**src/rtl/cpu_pkg.sv**
```systemverilog
// Shared CPU definitions: register index/word widths, named registers and
// a one-hot register decode used by the writeback pending mask.
// Register indices are MSB-first ([0:N-1]) to match cpu_registerfile.
package cpu_pkg;

  localparam int unsigned CPU_REG_IDX_W = 4;
  localparam int unsigned CPU_NUM_REGS  = 16;
  localparam int unsigned CPU_REG_FP    = 0;
  localparam int unsigned CPU_REG_SP    = 1;
  localparam int unsigned CPU_WORD_W    = 32;

  typedef logic [CPU_REG_IDX_W-1:0] reg_idx_t;
  typedef logic [CPU_WORD_W-1:0]    word_t;

  // Bit r of the result (MSB-first numbering) is set for register r.
  function automatic logic [0:CPU_NUM_REGS-1] reg_onehot(input reg_idx_t idx);
    logic [0:CPU_NUM_REGS-1] oh;
    oh      = '0;
    oh[idx] = 1'b1;
    return oh;
  endfunction

endpackage

```
**src/rtl/cpu_wbq_fifo.sv**
```systemverilog
// Load-result FIFO for the writeback queue.
// Ports:
//   clk, rst                    clock, asynchronous active-high reset
//   push, push_index/value      write one entry (ignored while full)
//   pop, head_index/value       remove the head entry (ignored while empty)
//   count, full, empty          occupancy
//   rd_ptr                      head slot, for age-ordered searches
//   ent_index, ent_value        every storage slot, raw
//   ent_valid                   per-slot occupancy
module cpu_wbq_fifo
  import cpu_pkg::*;
#(
  parameter int unsigned DEPTH = 4,
  localparam int unsigned PTR_W = $clog2(DEPTH),
  localparam int unsigned CNT_W = PTR_W + 1
) (
  input  logic                               clk,
  input  logic                               rst,
  input  logic                               push,
  input  reg_idx_t                           push_index,
  input  word_t                              push_value,
  input  logic                               pop,
  output reg_idx_t                           head_index,
  output word_t                              head_value,
  output logic [CNT_W-1:0]                   count,
  output logic                               full,
  output logic                               empty,
  output logic [PTR_W-1:0]                   rd_ptr,
  output logic [DEPTH-1:0][CPU_REG_IDX_W-1:0] ent_index,
  output logic [DEPTH-1:0][CPU_WORD_W-1:0]    ent_value,
  output logic [DEPTH-1:0]                   ent_valid
);

  logic [PTR_W-1:0] wr_q, rd_q;
  logic [CNT_W-1:0] count_q;
  logic             push_ok, pop_ok;

  assign full    = (count_q == CNT_W'(DEPTH));
  assign empty   = (count_q == '0);
  assign push_ok = push & ~full;
  assign pop_ok  = pop & ~empty;

  always_ff @(posedge clk or posedge rst) begin
    if (rst) begin
      wr_q    <= '0;
      rd_q    <= '0;
      count_q <= '0;
    end else begin
      if (push_ok) wr_q <= wr_q + 1'b1;
      if (pop_ok)  rd_q <= rd_q + 1'b1;
      unique case ({push_ok, pop_ok})
        2'b10:   count_q <= count_q + 1'b1;
        2'b01:   count_q <= count_q - 1'b1;
        default: count_q <= count_q;
      endcase
    end
  end

  // Storage needs no reset: every consumer gates slots with ent_valid.
  always_ff @(posedge clk) begin
    if (push_ok) begin
      ent_index[wr_q] <= push_index;
      ent_value[wr_q] <= push_value;
    end
  end

  // A slot is live when its distance from the head is below the count.
  always_comb begin
    logic [PTR_W-1:0] off;
    ent_valid = '0;
    for (int i = 0; i < DEPTH; i++) begin
      off          = PTR_W'(i) - rd_q;
      ent_valid[i] = (CNT_W'(off) < count_q);
    end
  end

  assign head_index = ent_index[rd_q];
  assign head_value = ent_value[rd_q];
  assign count      = count_q;
  assign rd_ptr     = rd_q;

endmodule

```
**src/rtl/cpu_writeback_queue.sv**
```systemverilog
// Writeback arbiter for the moxie register file: ALU results take the single
// write port immediately; load results queue in a FIFO and drain on idle
// ALU cycles. pending_o flags registers with queued or in-flight writes.
// Optional macro CPU_WBQ_FORWARD_EN enables a youngest-match forwarding lookup.
// Ports:
//   clk_i, rst_i                          clock, asynchronous active-high reset
//   alu_we_i, alu_index_i, alu_value_i    ALU result (always accepted)
//   alu_hold_o                            FIFO full, ALU must stay idle
//   ld_valid_i/ld_ready_o, ld_index_i/ld_value_i  load result handshake
//   rf_we_o, rf_index_o, rf_value_o       registered register-file write port
//   pending_o                             per-register pending mask
//   fwd_index_i, fwd_hit_o, fwd_value_o   forwarding lookup
module cpu_writeback_queue
  import cpu_pkg::*;
#(
  parameter int unsigned DEPTH = 4
) (
  input  logic                     clk_i,
  input  logic                     rst_i,
  input  logic                     alu_we_i,
  input  logic [0:CPU_REG_IDX_W-1] alu_index_i,
  input  logic [CPU_WORD_W-1:0]    alu_value_i,
  output logic                     alu_hold_o,
  input  logic                     ld_valid_i,
  output logic                     ld_ready_o,
  input  logic [0:CPU_REG_IDX_W-1] ld_index_i,
  input  logic [CPU_WORD_W-1:0]    ld_value_i,
  output logic                     rf_we_o,
  output logic [0:CPU_REG_IDX_W-1] rf_index_o,
  output logic [CPU_WORD_W-1:0]    rf_value_o,
  output logic [0:CPU_NUM_REGS-1]  pending_o,
  input  logic [0:CPU_REG_IDX_W-1] fwd_index_i,
  output logic                     fwd_hit_o,
  output logic [CPU_WORD_W-1:0]    fwd_value_o
);

  localparam int unsigned PTR_W = $clog2(DEPTH);
  localparam int unsigned CNT_W = PTR_W + 1;

  logic                               push, pop, full, empty;
  reg_idx_t                           head_index;
  word_t                              head_value;
  logic [CNT_W-1:0]                   count;
  logic [PTR_W-1:0]                   rd_ptr;
  logic [DEPTH-1:0][CPU_REG_IDX_W-1:0] ent_index;
  logic [DEPTH-1:0][CPU_WORD_W-1:0]    ent_value;
  logic [DEPTH-1:0]                   ent_valid;

  logic     rf_we_q;
  reg_idx_t rf_index_q;
  word_t    rf_value_q;

  // No pass-through while full, even when a pop frees a slot this cycle.
  assign ld_ready_o = ~rst_i & ~full;
  assign alu_hold_o = full;
  assign push       = ld_valid_i & ld_ready_o;
  assign pop        = ~alu_we_i & ~empty;

  cpu_wbq_fifo #(
    .DEPTH (DEPTH)
  ) u_fifo (
    .clk        (clk_i),
    .rst        (rst_i),
    .push       (push),
    .push_index (ld_index_i),
    .push_value (ld_value_i),
    .pop        (pop),
    .head_index (head_index),
    .head_value (head_value),
    .count      (count),
    .full       (full),
    .empty      (empty),
    .rd_ptr     (rd_ptr),
    .ent_index  (ent_index),
    .ent_value  (ent_value),
    .ent_valid  (ent_valid)
  );

  // ALU wins the port; the FIFO head only drains on ALU-idle cycles.
  always_ff @(posedge clk_i or posedge rst_i) begin
    if (rst_i) begin
      rf_we_q    <= 1'b0;
      rf_index_q <= '0;
      rf_value_q <= '0;
    end else if (alu_we_i) begin
      rf_we_q    <= 1'b1;
      rf_index_q <= alu_index_i;
      rf_value_q <= alu_value_i;
    end else if (pop) begin
      rf_we_q    <= 1'b1;
      rf_index_q <= head_index;
      rf_value_q <= head_value;
    end else begin
      rf_we_q    <= 1'b0;
    end
  end

  assign rf_we_o    = rf_we_q;
  assign rf_index_o = rf_index_q;
  assign rf_value_o = rf_value_q;

  always_comb begin
    pending_o = '0;
    for (int i = 0; i < DEPTH; i++) begin
      if (ent_valid[i]) pending_o = pending_o | reg_onehot(ent_index[i]);
    end
    if (rf_we_q) pending_o = pending_o | reg_onehot(rf_index_q);
  end

`ifdef CPU_WBQ_FORWARD_EN
  // Walk head to tail so younger matches overwrite older ones; the rf stage
  // is youngest of all and is applied last.
  always_comb begin
    logic [PTR_W-1:0] slot;
    fwd_hit_o   = 1'b0;
    fwd_value_o = '0;
    for (int k = 0; k < DEPTH; k++) begin
      slot = rd_ptr + PTR_W'(k);
      if ((CNT_W'(k) < count) && (ent_index[slot] == fwd_index_i)) begin
        fwd_hit_o   = 1'b1;
        fwd_value_o = ent_value[slot];
      end
    end
    if (rf_we_q && (rf_index_q == fwd_index_i)) begin
      fwd_hit_o   = 1'b1;
      fwd_value_o = rf_value_q;
    end
  end
`else
  assign fwd_hit_o   = 1'b0;
  assign fwd_value_o = '0;
  logic unused_fwd;
  assign unused_fwd = ^{fwd_index_i, ent_value, rd_ptr, count};
`endif

`ifndef SYNTHESIS
  // Upstream must not issue ALU writes while the FIFO is full.
  alu_hold_protocol : assert property (
    @(posedge clk_i) disable iff (rst_i) !(alu_we_i && alu_hold_o)
  ) else $error("cpu_writeback_queue: alu_we_i asserted while alu_hold_o high");
`endif

endmodule

```
**config.mk**
```make
export PLATFORM = sky130hd
export DESIGN_NAME = cpu_writeback_queue
export DESIGN_NICKNAME = d
export VERILOG_FILES = /design/src/rtl/cpu_pkg.sv /design/src/rtl/cpu_wbq_fifo.sv /design/src/rtl/cpu_writeback_queue.sv
export SDC_FILE = /design/constraint.sdc
export NUM_CORES = 1
export LEC_CHECK = 0
export CAP_MARGIN = 5
export CORE_UTILIZATION = 40
export DETAILED_ROUTE_END_ITERATION = 7
export GPL_ROUTABILITY_DRIVEN = 0
export GPL_TIMING_DRIVEN = 0
export PLACE_DENSITY = 0.69
export SYNTH_ARGS = -nofsm -noshare
export SYNTH_HDL_FRONTEND = slang
export SYNTH_SLANG_ARGS = --single-unit
```
**constraint.sdc**
```tcl
create_clock -name clk_i -period 2.95 [get_ports clk_i]
set_input_delay 0.295 -clock clk_i [delete_from_list [all_inputs] [get_ports clk_i]]
set_output_delay 0.295 -clock clk_i [all_outputs]
set_load 0.03 [all_outputs]
```
==> results of run 1 <==
==> cell type report <==
class                      instances  area [um2]  share of cell area
multi-input combinational        345        2800               0.250
sequential                       188        5430               0.484
clock inverter                    15         226              0.0202
inverter                          17        63.8             0.00569
buffer                            58         378              0.0337
tap                              270         338              0.0301
timing repair buffer             148        1550               0.139
clock buffer                      17         425              0.0379
==> critical path, delay by kind of cell, from the launching register on <==
family                   cells  cell delay (ps)
flip-flops                   1              420
AO/OA/AOI/OAI                1              490
adder cells (fa/ha/maj)      1              180
buffers and inverters        3              390
XOR/XNOR                     1              150
AND/OR/NAND/NOR              3              640
==> per-stage QoR <==
step | setup slack, ps | setup TNS [ps] | utilization
after floorplan | 86.2 | 0 | -
after global placement | -836 | -34300 | 0.497
after detailed placement | -778 | -10830 | 0.504
after CTS | -111 | -720 | 0.546
after global routing | -156 | -986 | 0.551
final | -54.6 | -176 | 0.551
==> layout by cell type, fill, tap and decap left out, types with 5 or more instances in the layout <==
master,synthesis,routed
a2111oi_4,1,6
edfxtp_1,144,144
dfrtp_1,44,42
conb_1,1,33
nor2b_1,15,12
a31oi_1,6,6
nor3_1,6,5
nand3b_1,5,5
inv_1,15,12
mux4_2,36,36
clkdlybuf4s50_1,0,114
nor2_1,86,85
o22ai_1,36,36
buf_2,12,8
nand3_1,20,19
clkbuf_16,0,17
ha_1,9,7
nand2_1,15,15
a21oi_1,6,6
buf_4,37,47
clkbuf_1,10,10
buf_6,0,17
nand4_1,10,10
==> flip-flops by register name, summed over array words and instances, names as in the netlist <==
name and cells:
rf_we_o 1, u_fifo.ent_value 128, u_fifo.count 3, u_fifo.wr_q 2, rf_index_o 4, u_fifo.rd_ptr 2, rf_value_o 32, u_fifo.ent_index 16
==> cells by family (layout without fill, tap and decap cells) <==
group / Yosys count / after routing
flops: 188 / 188
simple gates: 185 / 185
buf+inv: 79 / 255
compound gates: 73 / 73
mux: 37 / 37
fa+ha+maj: 10 / 10
xor+xnor: 7 / 7
other cells: 1 / 33
==> routing by layer <==
layer,part of all wire,wire length [um],track usage,up-vias
met5,0.00056,11,0,-
met4,0.015,288,0.0589,2
met3,0.067,1310,0.0400,31
met2,0.49,9580,0.305,236
met1,0.43,8340,0.249,2708
li1,-,-,-,2548
==> how the worst max path moves through the flow <==
stage | slack [ps] | start | cells after the start | endpoint
global placement | -840 | u_fifo.rd_ptr[1]$_DFFE_PP0P_ | 9 | pending_o[3]
CTS | -110 | u_fifo.rd_ptr[1]$_DFFE_PP0P_ | 9 | pending_o[3]
detailed placement | -780 | u_fifo.rd_ptr[1]$_DFFE_PP0P_ | 9 | pending_o[3]
floorplan | 90 | u_fifo.rd_ptr[0]$_DFFE_PP0P_ | 9 | pending_o[3]
finish | -50 | u_fifo.rd_ptr[1]$_DFFE_PP0P_ | 9 | pending_o[7]
global route | -160 | u_fifo.rd_ptr[0]$_DFFE_PP0P_ | 9 | pending_o[13]
==> power by group <==
group	switching, W	internal [W]	total (W)
clock	0.00108	0.00139	0.00247
combinational	0.00251	0.00209	0.00460
sequential	0.000257	0.00333	0.00359
==> repair_timing <==
item | CTS | global route
endpoints found under the setup margin | 16 | 16
pin swaps | 14 | 14
setup buffers | 6 | 7
hold endpoints to repair | 0 | 0
gates cloned | 0 | 0
resized for setup | 134 | 21
==> impl_results.md, run 1 <==
* Die ar. at 21500 um2
* Ys Warns at 0
* R2R cell count at 9
* Final nets at 865
* CP required at 2650 ps
* Routed wire per std cell at 18.5 um
* Setup CP Type: register to primary output
* F_max at 333 MHz
* Pwr dens at 950 nW/um2
* Clock Sinks at 188
* Most instantiated library cell after synthesis: edfxtp_1
* Ranking of synthesized cells by area: edfxtp_1, dfrtp_1, mux4_2
* Ant. Diodes at 0
* Post-synth EDFFs at 144
* Max Slew Vio Count at 0
* Synth Area in Simple Gates at 0.108
* Top cell types by occurrence after synthesis: edfxtp_1, nor2_1, dfrtp_1
* Worst path max stage delay at 490 ps
* PnR worst setup slack at -54.6 ps
* Crit-path slowest cell: a2111o_1
* DRT Pass-1 Iters at 5
* DR vias/cell at 5.22
* Max clock buf depth at 2
* Avg Inst Size Synth at 14.4 um2
* DRC errors left at 0
* Number of library cell types mapped by synthesis at 47
* Relative slew slack at 0.590
* Number of global-route vias before repair at 5397
* Largest net degree at the start of global routing at 26
* Final ANT Viol Nets at 0
* Async set or reset register ratio after synthesis at 0.234
* Yosys top cell area share at 0.517
* Initial DRC Count at 328
* WL final at 19.5 mm
* Min Tclk post-route at 3000 ps
* Share of cells above drive strength 1 at 0.236
* Period utilisation layout at 1.02
* Mapped Area at 8360 um2
* Finished Layout Cells at 1058
* Via Count at 5525
* TritonCTS clock tree: yes
* R2r setup slk at 610 ps
* # fillers at 1675
* FF+latch count, synth at 188
* Synth area leader: edfxtp_1
* First-pass GRT wire length at 30.2 mm
* Arr. time, crit path at 2710 ps
* Post-synthesis sequential area ratio at 0.649
* Row Count at 52
* Horiz. Die Dim at 147 um
* Die Y at 147 um
* H-tree depth at 4
* Post-DP HPWL at 13.6 mm
* Initial antenna violation count at 1
* Cell area after placement at 10300 um2
* Power after layout at 0.0107 W
* Starting Density at 0.410
* Multiplexer share of the synthesized area at 0.0983
* Startpoint types: register
* Worst hold path type: primary input to async pin
* Inst Count DP at 1017
* Area Growth Syn to Fin at 34.2%
* Clk_lat worst skew at 430 ps
* Post-synthesis xor/xnor area fraction at 0.00733
* Setup-failing EPs final at 5
* Failing checks: setup timing
* CP most frequent cell: buf_6
* Hold_buf cts at 0
* Adder-Cell Fraction of Synth Area at 0.0159
* Worst-path fanout max at 4
* RSZ-0062 raised after global routing: true
* Final instance area at 11200 um2
* Worst R2R Start: u_fifo.count[2]$_DFFE_PP0P_
* Peak supply drop at 0.000472 V
* Max_cap viols at 0
* Mapped Cells at 580
* Setup Skew at 11.1 ps
* Input/output buffers at 130
* Critical Path End Type: primary output
* Clock transition at path regs at 80 ps
* Remaining Overflow, GRT at 0
* Crit path cell chain: buf_8 -> xnor2_4 -> buf_6 -> ha_4 -> nor2b_4 -> a2111o_1 -> or3b_1 -> nand3b_1 -> buf_6
* R2R Path End: u_fifo.count[1]$_DFFE_PP0P_
* Status: finished with violations
* Main combinational cell family by area after synthesis: simple AND/OR/NAND/NOR gates
* Final hold vios at 0
* Most used DFF post-synth: edfxtp_1
* CTS buffer count at 17
* Clk root buf: clkbuf_16
* Worst-Margin Slew at 614 ps
* Compound-gate portion of the synthesized area at 0.0668
* Tot GR Track Use at 0.187
* Core area at 20400 um2
* Pleak at 4.07 nW
* Ports at 168
* Hold Slack at 310 ps
No activity file was read; power rests on OpenSTA's default activity.
==> inputs of run 2 (changes only) <==
--- a/config.mk
+++ b/config.mk
@@ -9,7 +9,6 @@
 export CORE_UTILIZATION = 40
 export DETAILED_ROUTE_END_ITERATION = 7
 export GPL_ROUTABILITY_DRIVEN = 0
-export GPL_TIMING_DRIVEN = 0
 export PLACE_DENSITY = 0.69
 export SYNTH_ARGS = -nofsm -noshare
 export SYNTH_HDL_FRONTEND = slang
==> run 2 against run 1 <==
Against the previous run:
- the run now ends clean
- die area stayed put
- power decreased by 5.8%
- worst setup slack gained 120 ps
- largest cell class unchanged
==> impl_results.md, run 2 (synthesized netlist as in run 1, its figures left out) <==
* Status: finished, final reports clean
* Crit path cell chain: xnor2_2 -> ha_1 -> nor2b_4 -> a2111o_1 -> or3b_1 -> nand3b_1 -> buf_6
* First-pass GRT wire length at 29.9 mm
* Ports at 168
* Clock Sinks at 188
* Clk_lat worst skew at 430 ps
* Setup Skew at 12.4 ps
* Number of global-route vias before repair at 5553
* DR vias/cell at 5.44
* Max clock buf depth at 2
* Clk network pwr share at 0.236
* Via Count at 5407
* Most frequent cells in the layout: edfxtp_1, clkdlybuf4s50_1, nor2_1
* DRT Pass-1 Iters at 6
* Combinational Power Share at 0.398
* Int Pwr at 0.00650 W
* Final hold vios at 0
* Critical Path End Type: primary output
* CP required at 2650 ps
* Crit path max-delay family: simple AND/OR/NAND/NOR gates
* Routed wire per std cell at 18.9 um
* Peak supply drop at 0.000494 V
* Share of cells above drive strength 1 at 0.170
* TritonCTS clock tree: yes
* Psw at 0.00354 W
* Die ar. at 21500 um2
* Most common cell after layout, fill and taps aside: edfxtp_1
* Initial antenna violation count at 0
* Sw Share at 0.353
* WL final at 18.8 mm
* Setup CP Type: register to primary output
* Top reg by flops: u_fifo.ent_value
* Input/output buffers at 130
* Core area at 20400 um2
* Largest net degree at the start of global routing at 45
* Die Y at 147 um
* Worst path max stage delay at 500 ps
* Final core utilization at 0.521
* Starting Density at 0.410
* Pwr dens at 947 nW/um2
* Number of flip-flops under the largest register name at 128
* Tot GR Track Use at 0.182
* Row Count at 52
* Final ANT Viol Nets at 0
* Worst hold path type: primary input to async pin
* Ant. Diodes at 0
* CP bufs+invs at 1
* R2r setup slk at 490 ps
* Min Tclk post-route at 2890 ps
* H-tree depth at 4
* Max_cap viols at 0
* Final nets at 801
* Startpoint types: register
* Area Growth Syn to Fin at 26.9%
* Clock transition at path regs at 70 ps
* Horiz. Die Dim at 147 um
* Remaining Overflow, GRT at 0
* Arr. time, crit path at 2590 ps
* Power after layout at 0.0100 W
* CTS buffer count at 17
* Clk root buf: clkbuf_16
* Sequential share of power at 0.365
* F_max at 347 MHz
* Worst-Margin Slew at 1040 ps
* Max Slew Vio Count at 0
* Pleak at 3.73 nW
* Final TNS setup at 0 ps
* Worst-path fanout max at 4
* DRC errors left at 0
* Hold_buf cts at 0
* Period utilisation layout at 0.978
* Post-DP HPWL at 12.5 mm
* Relative slew slack at 0.309
* RSZ-0062 raised after global routing: true
* Setup-failing EPs final at 0
* Crit-path slowest cell: a2111o_1
* Initial DRC Count at 419
-- run 2: cell count changes in the layout (fill, tap and decap cells not counted), sizes merged --
cell / before / now
buf: 82 / 28
clkbuf: 27 / 18
inv: 22 / 17
clkinvlp: 1 / 3
bufinv: 3 / 4
clkinv: 6 / 7
-- run 2: per-layer routing --
metal / track usage / part of all wire / up-vias
met3: 0.0453 / 0.073 / 38
met1: 0.223 / 0.40 / 2694
met2: 0.315 / 0.51 / 272
met5: 0 / 0 / -
li1: - / - / 2403
met4: 0.0625 / 0.015 / 0
-- run 2: final timing paths --
kind,to,depth (start not counted),from
max,pending_o[7],7,u_fifo.rd_ptr[0]$_DFFE_PP0P_
min,rf_value_o[10]$_DFFE_PP0P_,2,rst_i
max reg2reg,u_fifo.count[2]$_DFFE_PP0P_,10,u_fifo.count[2]$_DFFE_PP0P_
min reg2reg,rf_value_o[12]$_DFFE_PP0P_,2,rf_value_o[12]$_DFFE_PP0P_
max in group asynchronous,u_fifo.rd_ptr[0]$_DFFE_PP0P_,2,rst_i
min in group clk_i,rf_value_o[11]$_DFFE_PP0P_,3,alu_value_i[11]
-- run 2: timing repair --
action                                  4_1_cts  5_1_grt
buffers inserted                              0        2
resized for setup                             6       14
pin swaps                                     2        6
endpoints found under the setup margin       14       16
-- run 2: final cells by class --
| cell class | instances | area [um2] |
|---|---|---|
| clock buffer | 18 | 429 |
| tap | 270 | 338 |
| timing repair buffer | 142 | 1450 |
| sequential | 188 | 5430 |
| fill | 1656 | 9760 |
| multi-input combinational | 345 | 2710 |
| inverter | 17 | 63.8 |
| clock inverter | 14 | 195 |
-- run 2: power by group through the flow --
stage	clock [W]	sequential (W)	combinational, W
finish	0.00237	0.00367	0.00400
CTS	0.00241	0.00365	0.00391
detailed placement	0	0.00370	0.00384
global placement	0	0.00367	0.00376
floorplan	0	0.00396	0.00230
global route	0.00251	0.00373	0.00430
-- run 2: per-stage QoR --
stage          hold slack, ps  area [um2]  setup slack [ps]  std cells
3_3_place_gp              510        9860               354        960
2_1_floorplan             394        8490              86.2        612
5_1_grt                   495       10600             -44.3        994
6_report                  455       10600              64.8        994
4_1_cts                   477       10500              1.10        992
3_5_place_dp              513        9860               322        960
